===== config.mk =====
export PLATFORM = sky130hd
export DESIGN_NAME = uart_rx_param
export DESIGN_NICKNAME = d
export VERILOG_FILES = /design/src/rtl/uart_pkg.sv /design/src/rtl/uart_sync2.sv /design/src/rtl/uart_rx_param.sv
export SDC_FILE = /design/constraint.sdc
export NUM_CORES = 1
export LEC_CHECK = 0
export CORE_UTILIZATION = 45
export DETAILED_ROUTE_END_ITERATION = 6
export PLACE_DENSITY = 0.65
export SLEW_MARGIN = 10
export SYNTH_ARGS = -nofsm -noshare
export SYNTH_HDL_FRONTEND = slang
export SYNTH_HIERARCHICAL = 1
export SYNTH_SLANG_ARGS = --single-unit

===== constraint.sdc =====
create_clock -name clk -period 2.1 [get_ports clk]
set_clock_uncertainty 0.15 [all_clocks]
set_input_delay 0.21 -clock clk [delete_from_list [all_inputs] [get_ports clk]]
set_output_delay 0.21 -clock clk [all_outputs]
set_load 0.03 [all_outputs]

===== src/rtl/uart_pkg.sv =====
// Shared definitions for the UART receive path: parity modes, receiver FSM
// states, parameter legality and the 3-sample majority helper.
package uart_pkg;

    typedef enum logic [1:0] {
        PAR_NONE = 2'd0,
        PAR_EVEN = 2'd1,
        PAR_ODD  = 2'd2
    } parity_mode_e;

    typedef enum logic [2:0] {
        RX_IDLE   = 3'd0,
        RX_START  = 3'd1,
        RX_DATA   = 3'd2,
        RX_PARITY = 3'd3,
        RX_STOP   = 3'd4
    } rx_state_e;

    function automatic bit rx_params_legal(input int data_bits, input int parity_mode,
                                           input int stop_bits, input int oversample);
        return (data_bits >= 5) && (data_bits <= 9) &&
               (parity_mode >= 0) && (parity_mode <= 2) &&
               ((stop_bits == 1) || (stop_bits == 2)) &&
               (oversample >= 8) && ((oversample % 2) == 0);
    endfunction

    function automatic logic majority3(input logic a, input logic b, input logic c);
        return (a & b) | (a & c) | (b & c);
    endfunction

endpackage


===== src/rtl/uart_sync2.sv =====
// Two-flop synchroniser for an asynchronous single-bit input; both flops
// come out of reset at RESET_VAL so an idle line does not look like an edge.
module uart_sync2 #(
    parameter logic RESET_VAL = 1'b1
) (
    input  logic clk,
    input  logic reset,
    input  logic d_i,
    output logic q_o
);

    logic meta_q;
    logic sync_q;

    // Metastability filter: two back-to-back flops.
    always_ff @(posedge clk or posedge reset) begin
        if (reset) begin
            meta_q <= RESET_VAL;
            sync_q <= RESET_VAL;
        end else begin
            meta_q <= d_i;
            sync_q <= meta_q;
        end
    end

    assign q_o = sync_q;

endmodule


===== src/rtl/uart_rx_param.sv =====
// Parametrised UART receiver: synchronised input, 3-sample majority vote,
// false-start rejection, parity/framing/break flags and valid/ready output.
module uart_rx_param
    import uart_pkg::*;
#(
    parameter int DATA_BITS   = 8,
    parameter int PARITY_MODE = 0,
    parameter int STOP_BITS   = 1,
    parameter int OVERSAMPLE  = 16
) (
    input  logic                 clk,
    input  logic                 reset,
    input  logic                 oversample_tick,
    input  logic                 rxd,
    output logic [DATA_BITS-1:0] data_out,
    output logic                 valid,
    input  logic                 ready,
    output logic                 parity_error,
    output logic                 frame_error,
    output logic                 break_det,
    output logic                 overrun
);

    localparam int TW = $clog2(OVERSAMPLE);
    localparam logic [TW-1:0] TCNT_ONE  = TW'(1);
    localparam logic [TW-1:0] TCNT_MAX  = TW'(OVERSAMPLE - 1);
    localparam logic [TW-1:0] VOTE_A    = TW'(OVERSAMPLE / 2 - 1);
    localparam logic [TW-1:0] VOTE_B    = TW'(OVERSAMPLE / 2);
    localparam logic [TW-1:0] VOTE_C    = TW'(OVERSAMPLE / 2 + 1);
    localparam logic [3:0]    DATA_LAST = 4'(DATA_BITS - 1);
    localparam logic [3:0]    STOP_LAST = 4'(STOP_BITS - 1);
    localparam parity_mode_e  PMODE     = parity_mode_e'(2'(PARITY_MODE));

    if (!rx_params_legal(DATA_BITS, PARITY_MODE, STOP_BITS, OVERSAMPLE)) begin : g_bad_params
        $error("uart_rx_param: illegal parameter combination");
    end

    logic rxd_s;

    uart_sync2 #(
        .RESET_VAL (1'b1)
    ) u_sync (
        .clk   (clk),
        .reset (reset),
        .d_i   (rxd),
        .q_o   (rxd_s)
    );

    rx_state_e              state_q;
    logic [TW-1:0]          tcnt_q;
    logic [3:0]             bcnt_q;
    logic [1:0]             smp_q;
    logic [DATA_BITS-1:0]   shift_q;
    logic                   par_q;
    logic                   stop_err_q;
    logic                   stop_all0_q;
    logic [DATA_BITS-1:0]   data_out_q;
    logic                   valid_q;
    logic                   parity_error_q;
    logic                   frame_error_q;
    logic                   break_det_q;
    logic                   overrun_q;

    logic                   at_samp_s;
    logic                   at_vote_s;
    logic                   at_wrap_s;
    logic                   vote_s;
    logic                   accept_s;
    logic                   frame_err_d;
    logic                   stop_all0_d;
    logic                   par_err_d;
    logic                   brk_d;

    // Tick-position decodes and the majority of the two stored samples plus the live one.
    always_comb begin
        at_samp_s   = oversample_tick && ((tcnt_q == VOTE_A) || (tcnt_q == VOTE_B));
        at_vote_s   = oversample_tick && (tcnt_q == VOTE_C);
        at_wrap_s   = oversample_tick && (tcnt_q == TCNT_MAX);
        vote_s      = majority3(smp_q[1], smp_q[0], rxd_s);
        accept_s    = !valid_q || ready;
        frame_err_d = stop_err_q | ~vote_s;
        stop_all0_d = stop_all0_q & ~vote_s;
    end

    // Frame-level flags evaluated at the final stop-bit vote.
    always_comb begin
        par_err_d = 1'b0;
        case (PMODE)
            PAR_EVEN: par_err_d = ^{shift_q, par_q};
            PAR_ODD:  par_err_d = ~^{shift_q, par_q};
            default:  par_err_d = 1'b0;
        endcase
        if ((shift_q == '0) && ((PMODE == PAR_NONE) || !par_q) && stop_all0_d) begin
            brk_d = 1'b1;
        end else begin
            brk_d = 1'b0;
        end
    end

    // Receiver FSM, bit timing and registered output/handshake state.
    always_ff @(posedge clk or posedge reset) begin
        if (reset) begin
            state_q        <= RX_IDLE;
            tcnt_q         <= '0;
            bcnt_q         <= 4'd0;
            smp_q          <= 2'b11;
            shift_q        <= '0;
            par_q          <= 1'b0;
            stop_err_q     <= 1'b0;
            stop_all0_q    <= 1'b1;
            data_out_q     <= '0;
            valid_q        <= 1'b0;
            parity_error_q <= 1'b0;
            frame_error_q  <= 1'b0;
            break_det_q    <= 1'b0;
            overrun_q      <= 1'b0;
        end else begin
            overrun_q <= 1'b0;
            if (valid_q && ready) begin
                valid_q <= 1'b0;
            end
            if (at_samp_s) begin
                smp_q <= {smp_q[0], rxd_s};
            end
            if (oversample_tick && (state_q != RX_IDLE)) begin
                tcnt_q <= at_wrap_s ? '0 : tcnt_q + TCNT_ONE;
            end

            case (state_q)
                RX_IDLE: begin
                    if (oversample_tick && !rxd_s) begin
                        tcnt_q  <= TCNT_ONE;
                        state_q <= RX_START;
                    end
                end
                RX_START: begin
                    if (at_vote_s && vote_s) begin
                        state_q <= RX_IDLE;
                        tcnt_q  <= '0;
                    end else if (at_wrap_s) begin
                        state_q     <= RX_DATA;
                        bcnt_q      <= 4'd0;
                        par_q       <= 1'b0;
                        stop_err_q  <= 1'b0;
                        stop_all0_q <= 1'b1;
                    end
                end
                RX_DATA: begin
                    if (at_vote_s) begin
                        shift_q <= {vote_s, shift_q[DATA_BITS-1:1]};
                    end
                    if (at_wrap_s) begin
                        if (bcnt_q == DATA_LAST) begin
                            bcnt_q  <= 4'd0;
                            state_q <= (PMODE == PAR_NONE) ? RX_STOP : RX_PARITY;
                        end else begin
                            bcnt_q <= bcnt_q + 4'd1;
                        end
                    end
                end
                RX_PARITY: begin
                    if (at_vote_s) begin
                        par_q <= vote_s;
                    end else if (at_wrap_s) begin
                        state_q <= RX_STOP;
                    end
                end
                RX_STOP: begin
                    if (at_vote_s) begin
                        stop_err_q  <= frame_err_d;
                        stop_all0_q <= stop_all0_d;
                        // Leave before the bit ends so a back-to-back start bit is seen.
                        if (bcnt_q == STOP_LAST) begin
                            state_q <= RX_IDLE;
                            tcnt_q  <= '0;
                            bcnt_q  <= 4'd0;
                            if (accept_s) begin
                                data_out_q     <= shift_q;
                                parity_error_q <= par_err_d;
                                frame_error_q  <= frame_err_d;
                                break_det_q    <= brk_d;
                                valid_q        <= 1'b1;
                            end else begin
                                overrun_q <= 1'b1;
                            end
                        end
                    end else if (at_wrap_s) begin
                        bcnt_q <= bcnt_q + 4'd1;
                    end
                end
                default: begin
                    state_q <= RX_IDLE;
                    tcnt_q  <= '0;
                end
            endcase
        end
    end

    assign data_out     = data_out_q;
    assign valid        = valid_q;
    assign parity_error = parity_error_q;
    assign frame_error  = frame_error_q;
    assign break_det    = break_det_q;
    assign overrun      = overrun_q;

endmodule


==> results.sh <==
export IMPL_crit_type="reg2reg"
export IMPL_path_cells="inv_1 -> ha_1 -> and4b_1 -> nand4_4 -> mux2_4"
export IMPL_ys_async_sr_fraction_pct=100
export IMPL_synth_ff_type="dfrtp_1"
export IMPL_synth_edf_count=0
export IMPL_nets=206
export IMPL_syn_num_nets=181
export IMPL_crit_slowest_cell="dfrtp_1"
export IMPL_grt_max_degree=36
export IMPL_final_antenna_net_count=0
export IMPL_hold_ws_ns=0.121
export IMPL_critPathBufInv=1
export IMPL_start_util_pct=47.3
export IMPL_cts_sinks=37
export IMPL_end_kind="flop"
export IMPL_drt_pass1_iter_count=4
export IMPL_peakVddDrop_uv=418
export IMPL_htree_levels=2
export IMPL_drive_gt1_share_pct=22.3
export IMPL_finalSetupViolCount=0
export IMPL_required_ns=2.12
export IMPL_hold_buffers=0
export IMPL_post_dp_hpwl_um=2590
export IMPL_dieArea_sq_um=4500
export IMPL_p_leak_uw=0.00103
export IMPL_fp_dieW_um=67.1
export IMPL_drc=0
export IMPL_antenna_diode_count=0
export IMPL_post_cts_setup_buffers=0
export IMPL_ios=18
export IMPL_rsz0062_at_grt="false"
export IMPL_drv_cap=0
export IMPL_cts_repair_resized=0
export IMPL_path_max_fanout=12
export IMPL_cts_tree="built"
export IMPL_post_route_period_util_pct=94.7
export IMPL_rows=23
export IMPL_fin_crit_ns=1.99
export IMPL_worst_r2r_path_depth=5
export IMPL_powerDensity_nw_per_um2=763
export IMPL_power_uw=1700
export IMPL_synth_cell_types=50
export IMPL_clock_latency_ns=0.29
export IMPL_grt_pass1_vias=1307
export IMPL_avgSynthCellArea_sq_um=11.1
export IMPL_post_drt_wl_per_cell_um=14.4
export IMPL_wl_um=3560
export IMPL_cp_top_family="simple AND/OR/NAND/NOR gates"
export IMPL_clk_pin_slew_worst_paths_ns=0.07
export IMPL_max_stage_delay_ns=0.40
export IMPL_overflow=0
export IMPL_cts_buffers=5
export IMPL_root_buffer="clkbuf_8"
export IMPL_synth_seq_area_share_pct=48.9
export IMPL_ys_warn_count=6
export IMPL_slew_viol_final=0
export IMPL_antenna_found_initial=0
export IMPL_postSynthCellCount=171
export IMPL_core_sq_um=4030
export IMPL_globalplace_congestion=0.796
export IMPL_fin_setup_tns_ns=0
export IMPL_fillers=364
export IMPL_numPortBuffers=16
export IMPL_vias=1337
export IMPL_cts_max_path_buffers=2
export IMPL_syn_area_sq_um=1900
export IMPL_grt_pass1_wl_um=5950
export IMPL_start_kind="flop"
export IMPL_fmax_ghz=0.503
export IMPL_dieHeight_um=67.1
export IMPL_crit_cells=5
export IMPL_hold_path_class="in2async"
export IMPL_finalHoldViolations=0
export IMPL_status="finished clean"
export IMPL_arrival_ns=2.01
export IMPL_dr_first_iter_drc_count=57
export IMPL_area_growth_syn_to_layout_pct=17.3
export IMPL_synth_seq_cells=37
export IMPL_via_per_inst=5.41
export IMPL_grtUsageTotal_pct=18.1
power breakdown:
group          switching [uW]  total (uW)  internal [uW]
Sequential               96.6         904            807
Combinational             162         325            162
Clock                     245         475            230
placed cells by master (no fill, tap or decap), types with 5 or more instances in the layout:
cell type,count
clkbuf_8,5
dfstp_2,5
o21ai_0,9
ha_1,5
nand2_1,15
dfrtp_1,32
nor3_1,5
inv_1,6
clkdlybuf4s50_1,16
nor2_1,9
mux2_4,6
a21oi_1,10
nand2b_1,5
mux2_2,12
buf_4,9
per-stage QoR:
step	instances	worst slack (ns)	cell area [sq um]	utilization (%)
6_report	247	0.111	2230	55.4
5_1_grt	247	0.0153	2230	55.4
4_1_cts	247	0.0832	2230	55.4
3_5_place_dp	239	0.0468	2150	53.4
3_3_place_gp	239	0.0983	2150	53.4
2_1_floorplan	171	0.275	1900	-
cell type report:
| type | count | area (sq um) | share of cell area (%) |
|---|---|---|---|
| multi-input cells | 121 | 906 | 40.6 |
| clock buffers | 6 | 72.6 | 3.25 |
| inverters | 6 | 22.5 | 1.01 |
| clock inverters | 2 | 10.0 | 0.448 |
| well taps | 50 | 62.6 | 2.80 |
| flip-flops and latches | 37 | 932 | 41.7 |
| repair buffers | 25 | 228 | 10.2 |
layer usage:
metal | track usage [%] | wire, um
met1 | 22.1 | 1690
met2 | 29.6 | 1710
met3 | 5.14 | 102
met4 | 7.18 | 60
met5 | 0 | 0
state kept, by name (all words and copies together) (netlist names):
signal and count:
stop_all0_q 1, bcnt_q 4, frame_error 1, smp_q 2
data_out 8, u_sync/q_o 1, shift_q 8, tcnt_q 4
overrun 1, break_det 1, valid 1, u_sync/meta_q 1
stop_err_q 1, state_q 3
final timing paths:
kind | start | to | slack, ns
max in group asynchronous | reset | stop_all0_q$_DFFE_PP1P_ | 1.26
max | tcnt_q[1]$_DFF_PP0_ | data_out[1]$_DFFE_PP0P_ | 0.11
min | reset | u_sync/meta_q$_DFF_PP1_ | 0.12
min reg2reg | u_sync/meta_q$_DFF_PP1_ | u_sync/q_o$_DFF_PP1_ | 0.21
max reg2reg | tcnt_q[1]$_DFF_PP0_ | data_out[1]$_DFFE_PP0P_ | 0.11
min in group clk | rxd | u_sync/meta_q$_DFF_PP1_ | 0.17
synth_stat cells (5+ instances only):
library cell	number	area (sq um)
a21oi_1	10	50.1
inv_1	6	22.5
mux2_2	12	135
nor2_1	9	33.8
dfrtp_1	32	801
nor3_1	5	25.0
ha_1	5	62.6
nand2b_1	5	31.3
mux2_4	6	90.1
nand2_1	15	56.3
o21ai_0	9	45.0
dfstp_2	5	131
logic make-up (layout without fill, tap and decap cells):
kind of cell	after synthesis	count (layout)	share of synthesized area, %
and+or+nand+nor	60	60	19.3
other	1	1	0.197
AOI/OAI and AO/OA	33	33	11.1
buffers and inverters	13	39	3.48
DFF	37	37	48.9
adders and majority gates	6	6	3.81
muxes	18	18	11.8
xor gates and xnor gates	3	3	1.38
worst reg2reg max path: stages (launching register included):
cell	delay (ns)
dfrtp_1	0.40
inv_1	0.12
ha_1	0.23
and4b_1	0.33
nand4_4	0.26
mux2_4	0.39
(Power assumes the default switching activity.)
